--- src/rtl/pwm_fade_if.sv ---
// Handshake and duty bundle between the fade sequencer, its delay counter
// and the PWM generator.
interface pwm_fade_if #(
    parameter int DUTY_W = 8
);
    logic              en_i;
    logic              done_i;
    logic              start_o;
    logic [DUTY_W-1:0] duty_o;
    logic              dir_o;
    logic              busy_o;
    logic              timeout_o;

    modport master (
        input  en_i,
        input  done_i,
        output start_o,
        output duty_o,
        output dir_o,
        output busy_o,
        output timeout_o
    );

    modport slave (
        output en_i,
        output done_i,
        input  start_o,
        input  duty_o,
        input  dir_o,
        input  busy_o,
        input  timeout_o
    );
endinterface

--- src/rtl/pwm_fade_sequencer.sv ---
// Triangular duty ramp stepped by a start/done delay handshake.
// Optional WAIT_DONE watchdog enabled by defining FADE_TIMEOUT_EN.
module pwm_fade_sequencer #(
    parameter int DUTY_W         = 8,
    parameter int STEP           = 1,
    parameter int MAX_DUTY       = 255,
    parameter int TIMEOUT_CYCLES = 32767
) (
    input logic         clk,
    input logic         rst_i,
    pwm_fade_if.master  bus
);

    typedef enum logic [1:0] {
        IDLE      = 2'd0,
        ISSUE     = 2'd1,
        WAIT_DONE = 2'd2,
        UPDATE    = 2'd3
    } state_t;

    localparam logic [DUTY_W:0] STEP_X = (DUTY_W+1)'(STEP);
    localparam logic [DUTY_W:0] MAX_X  = (DUTY_W+1)'(MAX_DUTY);

    state_t            state_q;
    state_t            state_d;
    logic [DUTY_W-1:0] duty_q;
    logic [DUTY_W-1:0] duty_d;
    logic              dir_q;
    logic              dir_d;
    logic [DUTY_W:0]   up_sum;
    logic              wd_expire;

    // one bit of headroom so the ceiling compare never sees a wrapped sum
    assign up_sum = {1'b0, duty_q} + STEP_X;

`ifdef FADE_TIMEOUT_EN
    localparam int WD_W = $clog2(TIMEOUT_CYCLES + 1);
    localparam logic [WD_W-1:0] WD_LAST = WD_W'(TIMEOUT_CYCLES - 1);

    logic [WD_W-1:0] wdog_q;
    logic            tmo_q;

    assign wd_expire = (state_q == WAIT_DONE) && (wdog_q == WD_LAST);

    always_ff @(posedge clk) begin
        if (rst_i || state_q != WAIT_DONE) begin
            wdog_q <= '0;
        end else begin
            wdog_q <= wdog_q + 1'b1;
        end
    end

    always_ff @(posedge clk) begin
        if (rst_i) begin
            tmo_q <= 1'b0;
        end else if (state_d == ISSUE && state_q != ISSUE) begin
            tmo_q <= 1'b0;
        end else if (wd_expire && !bus.done_i) begin
            tmo_q <= 1'b1;
        end
    end

    assign bus.timeout_o = tmo_q;
`else
    assign wd_expire     = 1'b0;
    assign bus.timeout_o = 1'b0;
`endif

    always_comb begin
        state_d = state_q;
        duty_d  = duty_q;
        dir_d   = dir_q;
        unique case (state_q)
            IDLE: begin
                if (bus.en_i) state_d = ISSUE;
            end
            ISSUE: begin
                state_d = WAIT_DONE;
            end
            WAIT_DONE: begin
                if (bus.done_i) begin
                    state_d = UPDATE;
                end else if (wd_expire) begin
                    state_d = IDLE;
                end
            end
            UPDATE: begin
                state_d = bus.en_i ? ISSUE : IDLE;
                if (dir_q) begin
                    if (up_sum >= MAX_X) begin
                        duty_d = MAX_X[DUTY_W-1:0];
                        dir_d  = 1'b0;
                    end else begin
                        duty_d = up_sum[DUTY_W-1:0];
                    end
                end else begin
                    if ({1'b0, duty_q} <= STEP_X) begin
                        duty_d = '0;
                        dir_d  = 1'b1;
                    end else begin
                        duty_d = duty_q - STEP_X[DUTY_W-1:0];
                    end
                end
            end
            default: begin
                state_d = IDLE;
            end
        endcase
    end

    always_ff @(posedge clk) begin
        if (rst_i) begin
            state_q <= IDLE;
            duty_q  <= '0;
            dir_q   <= 1'b1;
        end else begin
            state_q <= state_d;
            duty_q  <= duty_d;
            dir_q   <= dir_d;
        end
    end

    assign bus.start_o = (state_q == ISSUE);
    assign bus.busy_o  = (state_q != IDLE);
    assign bus.duty_o  = duty_q;
    assign bus.dir_o   = dir_q;

endmodule

--- src/flat_wrapper.sv ---
// flat-port wrapper written by rule: the top's interface ports become plain ports
module pwm_fade_sequencer_flat 
#(
    parameter int DUTY_W         = 8,
    parameter int STEP           = 1,
    parameter int MAX_DUTY       = 255,
    parameter int TIMEOUT_CYCLES = 32767
)
  (clk, rst_i, bus_en_i, bus_done_i, bus_start_o, bus_duty_o, bus_dir_o, bus_busy_o, bus_timeout_o);
  pwm_fade_if #(.DUTY_W(DUTY_W)) bus_i ();
  input logic clk;
  input logic rst_i;
  input wire logic [$bits(bus_i.en_i)-1:0] bus_en_i;
  input wire logic [$bits(bus_i.done_i)-1:0] bus_done_i;
  output wire logic [$bits(bus_i.start_o)-1:0] bus_start_o;
  output wire logic [$bits(bus_i.duty_o)-1:0] bus_duty_o;
  output wire logic [$bits(bus_i.dir_o)-1:0] bus_dir_o;
  output wire logic [$bits(bus_i.busy_o)-1:0] bus_busy_o;
  output wire logic [$bits(bus_i.timeout_o)-1:0] bus_timeout_o;
  assign bus_i.en_i = bus_en_i;
  assign bus_i.done_i = bus_done_i;
  assign bus_start_o = bus_i.start_o;
  assign bus_duty_o = bus_i.duty_o;
  assign bus_dir_o = bus_i.dir_o;
  assign bus_busy_o = bus_i.busy_o;
  assign bus_timeout_o = bus_i.timeout_o;
  pwm_fade_sequencer #(.DUTY_W(DUTY_W), .STEP(STEP), .MAX_DUTY(MAX_DUTY), .TIMEOUT_CYCLES(TIMEOUT_CYCLES)) u_core (.clk(clk), .rst_i(rst_i), .bus(bus_i));
endmodule
--- config.mk ---
export PLATFORM = sky130hd
export DESIGN_NAME = pwm_fade_sequencer_flat
export DESIGN_NICKNAME = d
export VERILOG_FILES = /design/src/rtl/pwm_fade_if.sv /design/src/rtl/pwm_fade_sequencer.sv /design/src/flat_wrapper.sv
export SDC_FILE = /design/constraint.sdc
export NUM_CORES = 1
export LEC_CHECK = 0
export CAP_MARGIN = 10
export CELL_PAD_IN_SITES_DETAIL_PLACEMENT = 0
export CELL_PAD_IN_SITES_GLOBAL_PLACEMENT = 1
export CORE_ASPECT_RATIO = 1.5
export CORE_MARGIN = 8
export CORE_UTILIZATION = 38
export DETAILED_ROUTE_END_ITERATION = 6
export PLACE_DENSITY = 0.87
export SLEW_MARGIN = 20
export SYNTH_ARGS = -nofsm -noshare
export SYNTH_HDL_FRONTEND = slang
export SYNTH_SLANG_ARGS = --single-unit
--- constraint.sdc ---
create_clock -name clk -period 2.3 [get_ports clk]
set_input_delay 0.46 -clock clk [delete_from_list [all_inputs] [get_ports clk]]
set_output_delay 0.46 -clock clk [all_outputs]
set_load 0.01 [all_outputs]
Word-level counts from Yosys, hierarchy flattened:

Index checks and enable logic that the tools add are counted.

* register bits after elaboration: 11
* input bits: 4
* output and inout bits: 12
* word-level logic and storage cells: 25

* $add $sub $neg: 2
* $lt $le $gt $ge: 2
* equal/unequal tests: 5
* mux-type cells: 10
* reduce and logical (&&, ||, !) cells: 3

Operators by type and width (number)
* $mux 8: 3
* $add 8x1->9 const B: 1
* $ge 9x8->1 const B: 1
* $le 8x1->1 const B: 1
* $pmux 2 s4: 1
* $sub 8x1->8 const B: 1
* $eq 2x2->1 const B: 2
* $mux 1: 4
* $mux 2: 2
* $ne 2x2->1 const B: 2
* $eq 2x1->1 const B: 1
* $logic_not 2->1: 1
* $reduce_and 2->1: 1
* $reduce_bool 2->1: 1

Depth between registers and ports, before layout:

Gate-level depths: netlist of run 1.

* word-level depth: 4
* mapped depth: 8
* depth with buffers taken out: 7

Worst setup path after synthesis of run 1:

No wires, ideal clock.

* path type: flip-flop to flip-flop
* start point: register u_core.duty_q[4] (netlist: u_core.bus.duty_o[4])
* end point: register u_core.dir_q (netlist: u_core.bus.dir_o)
* library setup time: 127 ps
* arrival time: 1888 ps
* required time: 2173 ps
* setup slack: 285 ps
* stages on the path, launching flop included: 6
* path buffers: 0
* period minus slack after synthesis: 2015 ps
* path through: dfxtp_1 > nand3_1 > or4_1 > a32oi_2 > a41oi_2 > or3_1

* word-level cells in the longest chain between the ends: 4
* elaborated cells between the ends (all ways): 6
* those cells by class: add/sub: 1; order compare: 2; mux: 3

Ends and longest elaborated chain
* from (decl): RTL line pwm_fade_sequencer.sv:26 `logic [DUTY_W-1:0] duty_q;`
* from (signal assigned): RTL line pwm_fade_sequencer.sv:118 `duty_q <= duty_d;`
* $add 8x1->9: RTL line pwm_fade_sequencer.sv:34 `assign up_sum = {1'b0, duty_q} + STEP_X;`
* $ge 9x8->1: RTL line pwm_fade_sequencer.sv:90 `if (up_sum >= MAX_X) begin`
* $mux 1: RTL line pwm_fade_sequencer.sv:90
* $mux 1 *: RTL line pwm_fade_sequencer.sv:89 `if (dir_q) begin`
* to (signal assigned): RTL line pwm_fade_sequencer.sv:119 `dir_q <= dir_d;`
* to (decl): RTL line pwm_fade_sequencer.sv:28 `logic dir_q;`

Mark *: on every way between the ends. The rest lies on a longest branch, timed or not.
A chain may end at the register's enable or synchronous reset.

Worst setup path after layout of run 1:

* start point: register u_core.duty_q[1] (netlist: u_core.bus.duty_o[1])
* end point: register u_core.dir_q (netlist: u_core.bus.dir_o)

Same word-level chain as after synthesis.

==> results of run 1 <==
cell families (layout without fill, tap and decap cells):
| family | Yosys count | count (layout) |
|---|---|---|
| buf+inv | 19 | 44 |
| other cells | 1 | 1 |
| mux | 2 | 2 |
| fa+ha+maj | 9 | 9 |
| compound gates | 40 | 40 |
| flops | 11 | 11 |
| simple gates | 38 | 38 |
| xor+xnor | 7 | 7 |
worst paths after layout:
check	to	cells past startpoint	slack (ps)	from
min reg2reg	u_core.bus.duty_o[0]	2	570	u_core.bus.duty_o[0]
max reg2reg	u_core.bus.dir_o	6	130	u_core.bus.duty_o[1]
min	u_core.bus.duty_o[0]	2	570	u_core.bus.duty_o[0]
max	u_core.bus.dir_o	6	130	u_core.bus.duty_o[1]
cell usage in the layout (no fill, tap or decap), types with 2 or more instances in the layout:
cell type	synthesis	layout
clkdlybuf4s50_1	0	14
o21ai_0	6	6
buf_4	1	15
nand4_1	3	3
inv_1	11	11
nand2_1	9	9
clkbuf_4	0	3
a21o_1	2	2
a221oi_1	2	2
o22ai_1	2	2
nor4_1	2	2
xnor2_1	3	3
or3_1	2	2
and3_1	3	3
ha_1	9	9
mux2i_1	2	2
a21boi_0	2	2
xor2_1	4	4
a211oi_1	2	2
o211ai_1	2	2
nor2_1	10	10
dfxtp_1	11	10
o2bb2ai_1	2	2
o31ai_1	2	2
nor3_1	2	2
a21oi_1	5	5
metrics by stage:
stage | instances | hold WS (ps) | utilization | cell area [um2]
after floorplan | 127 | 530 | - | 993
after global placement | 172 | 591 | 0.501 | 1240
after detailed placement | 172 | 600 | 0.501 | 1240
after CTS | 176 | 612 | 0.512 | 1270
after global routing | 176 | 625 | 0.512 | 1270
final | 176 | 567 | 0.512 | 1270
cell usage after synthesis (2+ instances only):
cell	count
dfxtp_1	11
o22ai_1	2
clkbuf_1	5
xnor2_1	3
o2bb2ai_1	2
o21ai_0	6
nor2_1	10
a211oi_1	2
a221oi_1	2
nand2_1	9
xor2_1	4
inv_1	11
or3_1	2
mux2i_1	2
o211ai_1	2
a21o_1	2
and3_1	3
a21oi_1	5
a21boi_0	2
ha_1	9
o31ai_1	2
nand4_1	3
nor4_1	2
nor3_1	2
registers in the layout, summed over array words and instances, names as in the netlist:
signal / cells
u_core.bus.dir_o: 1
u_core.bus.duty_o: 8
u_core.state_q: 2
final cells by class:
type                       instances  area (um2)
clock buffer                       4        26.3
fill                             240        1210
inverter                          11        41.3
multi-input combinational         97         697
sequential                        11         221
tap                               24        30.0
timing repair buffer              29         253
metal layers:
metal	vias to the layer above	share of wire	track usage
met4	0	0.053	0.0911
met5	-	0	0
met1	492	0.38	0.137
met2	48	0.51	0.260
li1	514	-	-
met3	16	0.049	0.0294
power groups by stage:
| stage | sequential (W) | combinational (W) | clock (W) |
|---|---|---|---|
| floorplan | 0.000234 | 0.000205 | 0 |
| global placement | 0.000241 | 0.000302 | 0 |
| detailed placement | 0.000244 | 0.000319 | 0 |
| CTS | 0.000239 | 0.000321 | 0.000143 |
| global route | 0.000245 | 0.000360 | 0.000148 |
| finish | 0.000240 | 0.000318 | 0.000139 |
repair_timing:
action | CTS | global route
gates resized for setup | 0 | 1
hold buffers | 0 | 0
hold endpoints to repair | 0 | 0
endpoints found under the setup margin | 0 | 4
critical path, cell delays in order (launching register included):
cell     delay (ps)
dfxtp_1         460
ha_1            280
and4_2          280
nand4_1         130
a32oi_2         280
a41oi_2         230
or3_1           400
==> impl_metrics.toml, run 1 <==
[timing]
fmax_mhz = 461
post-route-min-period_ps = 2170
fin_tns_setup_ps = 0
hold_viol = 0
final.setup_skew_ps = 6.03
rsz0062_at_grt = "no"
setup_violations = 0
layout_setup_ws_ps = 131
drv_slew = 0
period_share = 0.943

[die]
start_util = 0.401
io_pins = 16
die_h_um = 78.6
die_x_um = 57.8
core_area_um2 = 2480
fp-row-count = 22
die-area_um2 = 4540

[worst_setup_path]
crit_type = "flop to flop"
critPathLaunchType = "flop"
required_ps = 2460
cp-end-kind = "flop"
crit_fanout = 7
arrival_ps = 2330

[pwr]
combPwrFrac = 0.456
power_w = 0.000696
swShare = 0.383
p_int_w = 0.000430
pwr-share-clk = 0.199
p_leak_nw = 0.556
p_switching_w = 0.000267
power-per-cell-area_nw_per_um2 = 549
ir_drop_mv = 0.400
power.share.sequential = 0.344

[detailed_routing]
wl_per_cell_um = 17.2
vias = 1070
drt-initial-drc-count = 56
first_pass_iters = 4
drtAntennaViolNets = 0
drcViolationCount = 0
via_per_inst = 6.08
routed_wirelength_um = 3040

[global_routing]
grt_start_max_net_pins = 13
antenna_found_initial = 0
overflow = 0
grt_pass1_vias = 1120
grt_pass1_wl_um = 5160
grt.total_usage = 0.141

[yosys]
synth_top_family_by_area = "compound AO/OA/AOI/OAI gates"
synth_fa_ha_area_frac = 0.113
synth_edf_count = 0
synth_area_um2 = 993
synth.area.top_cells = "dfxtp_1 22%, ha_1 11%, inv_1 4.2%"
synth-xor-area-share = 0.0617
synth_nets = 140
synth_top_cell_by_area = "dfxtp_1"
synth_seq_cells = 11
synth.distinct_cells = 48
synth_mux_area_frac = 0.0202
synthArstFlopShare = 0
synth-compound-area-share = 0.306
yosysWarnings = 0
synth_top_area_frac = 0.222
yosysSeqAreaShare = 0.222
synthSimpleGateAreaFrac = 0.196
syn_avg_cell_area_um2 = 7.82
syn_inst = 127
ys.flop_type = "dfxtp_1"

[finish]
n_antenna_cell = 0
fin_nets = 166
drive_above_1_share = 0.145
area_growth_pct = 27.7

[place]
pre_cts_ws_ps = 71.0
numPortBuffers = 14
dpl.hpwl_um = 2430
gp_congestion = 0.977

[cts]
htree_num_levels = 1
clock_path_buffers = 2
clockRootBuffer = "clkbuf_4"
path_clk_slew_ps = 80
cts_inserted_buffers = 3
clk_latency_ps = 270
post_cts_buffers = 0
cts_sinks = 11
cts_tree = "yes"

[status]
status = "complete, no violations"

[worst_hold_path]
min_path_type = "flop to flop"

[run]
maxCapViolCount = 0
No activity file was read; power rests on OpenSTA's default activity.
==> run 2: changes to the inputs <==
- CORE_UTILIZATION: 38 -> 41
- PLACE_DENSITY: 0.87 -> 0.93
- clock period: 2.3 -> 2.5 ns (I/O delays scaled with it)
==> impl_metrics.toml, run 2 (synthesis results as in run 1) <==
[global_routing]
grt_pass1_wl_um = 4610
grt.total_usage = 0.124
overflow = 0
grt_start_max_net_pins = 14
grt_pass1_vias = 1049
antenna_found_initial = 0

[detailed_routing]
drt-initial-drc-count = 45
drcViolationCount = 0
wl_met3_um = 178
routed_wirelength_um = 2720
top_layer_used = "met4"
wl_per_cell_um = 16.5
first_pass_iters = 4
via_per_inst = 6.35
dr_wl_met2_um = 1420
vias = 1048
drtAntennaViolNets = 0
m1WireLength_um = 1030

[worst_setup_path]
r2r-end = "u_core.bus.dir_o"
cp-end-kind = "flop"
arrival_ps = 2520
rr_worst_depth = 5
crit_fanout = 13
critPathLaunchType = "flop"
required_ps = 2660
cp-startpoint = "u_core.bus.duty_o[3]"
reg2reg_from = "u_core.bus.duty_o[3]"
reg2reg_slack_ps = 140
crit_type = "flop to flop"

[finish]
final_common_cell = "clkdlybuf4s50_1"
fillCellCount = 244
fin_area_um2 = 1190
fin_nets = 155
drive_above_1_share = 0.0780
layout.cells.most_common_list = "14 x clkdlybuf4s50_1, 11 x inv_1, 11 x dfxtp_1"
final_cells = 165
n_antenna_cell = 0
area_growth_pct = 19.4
largest_register_ffs = 8
fin_util = 0.501

[cts]
clockRootBuffer = "clkbuf_4"
cts_tree = "yes"
htree_num_levels = 1
clk_latency_ps = 280
post_cts_buffers = 0
cts_sinks = 11
path_clk_slew_ps = 90
cts_inserted_buffers = 3
cts_resized = 0
clock_path_buffers = 2
hold_buffers = 0

[timing]
period_share = 0.942
fmax_mhz = 425
rsz0062_at_grt = "no"
drv_slew = 0
fin_tns_setup_ps = 0
post-route-min-period_ps = 2360
hold_ws_ps = 555
hold_viol = 0
setup_violations = 0
final.setup_skew_ps = 2.10

[place]
gp_congestion = 0.936
dpl_cell_area_um2 = 1160
numPortBuffers = 14
dpl.hpwl_um = 2110
dpl.cell_count = 161

[die]
io_pins = 16
start_util = 0.420
core_area_um2 = 2370
die-area_um2 = 4290
die_h_um = 76.3
fp-row-count = 22
die_x_um = 56.2

[worst_hold_path]
min_path_cells = 2
hold_path_end = "u_core.bus.duty_o[0]"
min_path_type = "flop to flop"
hold_path_startpoint = "u_core.bus.duty_o[0]"

[pwr]
p_leak_nw = 0.504
ir_drop_mv = 0.406
power-per-cell-area_nw_per_um2 = 527

[run]
maxCapViolCount = 0

[status]
status = "complete, no violations"
[run 2: cell types whose count changed in the layout (fill, tap and decap cells not counted)]
| cell | before | now |
|---|---|---|
| dfxtp_2 | 1 | 0 |
| clkinv_2 | 0 | 1 |
| buf_4 | 15 | 4 |
| dfxtp_1 | 10 | 11 |
| clkbuf_1 | 1 | 0 |
[run 2: area by class of cell]
class | count | area (um2) | area share
clock inverter | 1 | 5.00 | 0.00422
timing repair buffer | 18 | 170 | 0.143
tap | 24 | 30.0 | 0.0253
clock buffer | 3 | 22.5 | 0.0190
multi-input combinational | 97 | 697 | 0.588
sequential | 11 | 220 | 0.186
inverter | 11 | 41.3 | 0.0348
[run 2: worst max-delay path by stage]
stage,cells after the start,slack (ps),endpoint
after detailed placement,5,220,u_core.bus.dir_o
after floorplan,5,480,u_core.bus.dir_o
after global routing,5,10,u_core.bus.dir_o
after global placement,6,320,u_core.bus.dir_o
final,5,140,u_core.bus.dir_o
after CTS,5,190,u_core.bus.dir_o
[run 2: where the power goes]
group / internal (W) / leakage [nW] / switching, W
clock: 0.0000593 / 0.0177 / 0.0000735
combinational: 0.000131 / 0.397 / 0.000146
sequential: 0.000194 / 0.0891 / 0.0000208
[run 2: critical path, stage by stage (launching register included)]
cell and delay [ps]:
dfxtp_1 560, nand3_1 250, or4_1 540, a32oi_2 250
a41oi_2 240, or3_1 400
[run 2: per-stage QoR]
step	setup WS, ps	total power [W]
after floorplan	485	0.000404
after global placement	316	0.000490
after detailed placement	224	0.000500
after CTS	190	0.000631
after global routing	14.8	0.000673
final	144	0.000625
[run 2: per-layer routing]
metal  global-route usage  vias to the layer above
met5                    0                        -
met4               0.0628                        0
met3               0.0300                       11
met2                0.233                       45
met1                0.119                      499
li1                     -                      493
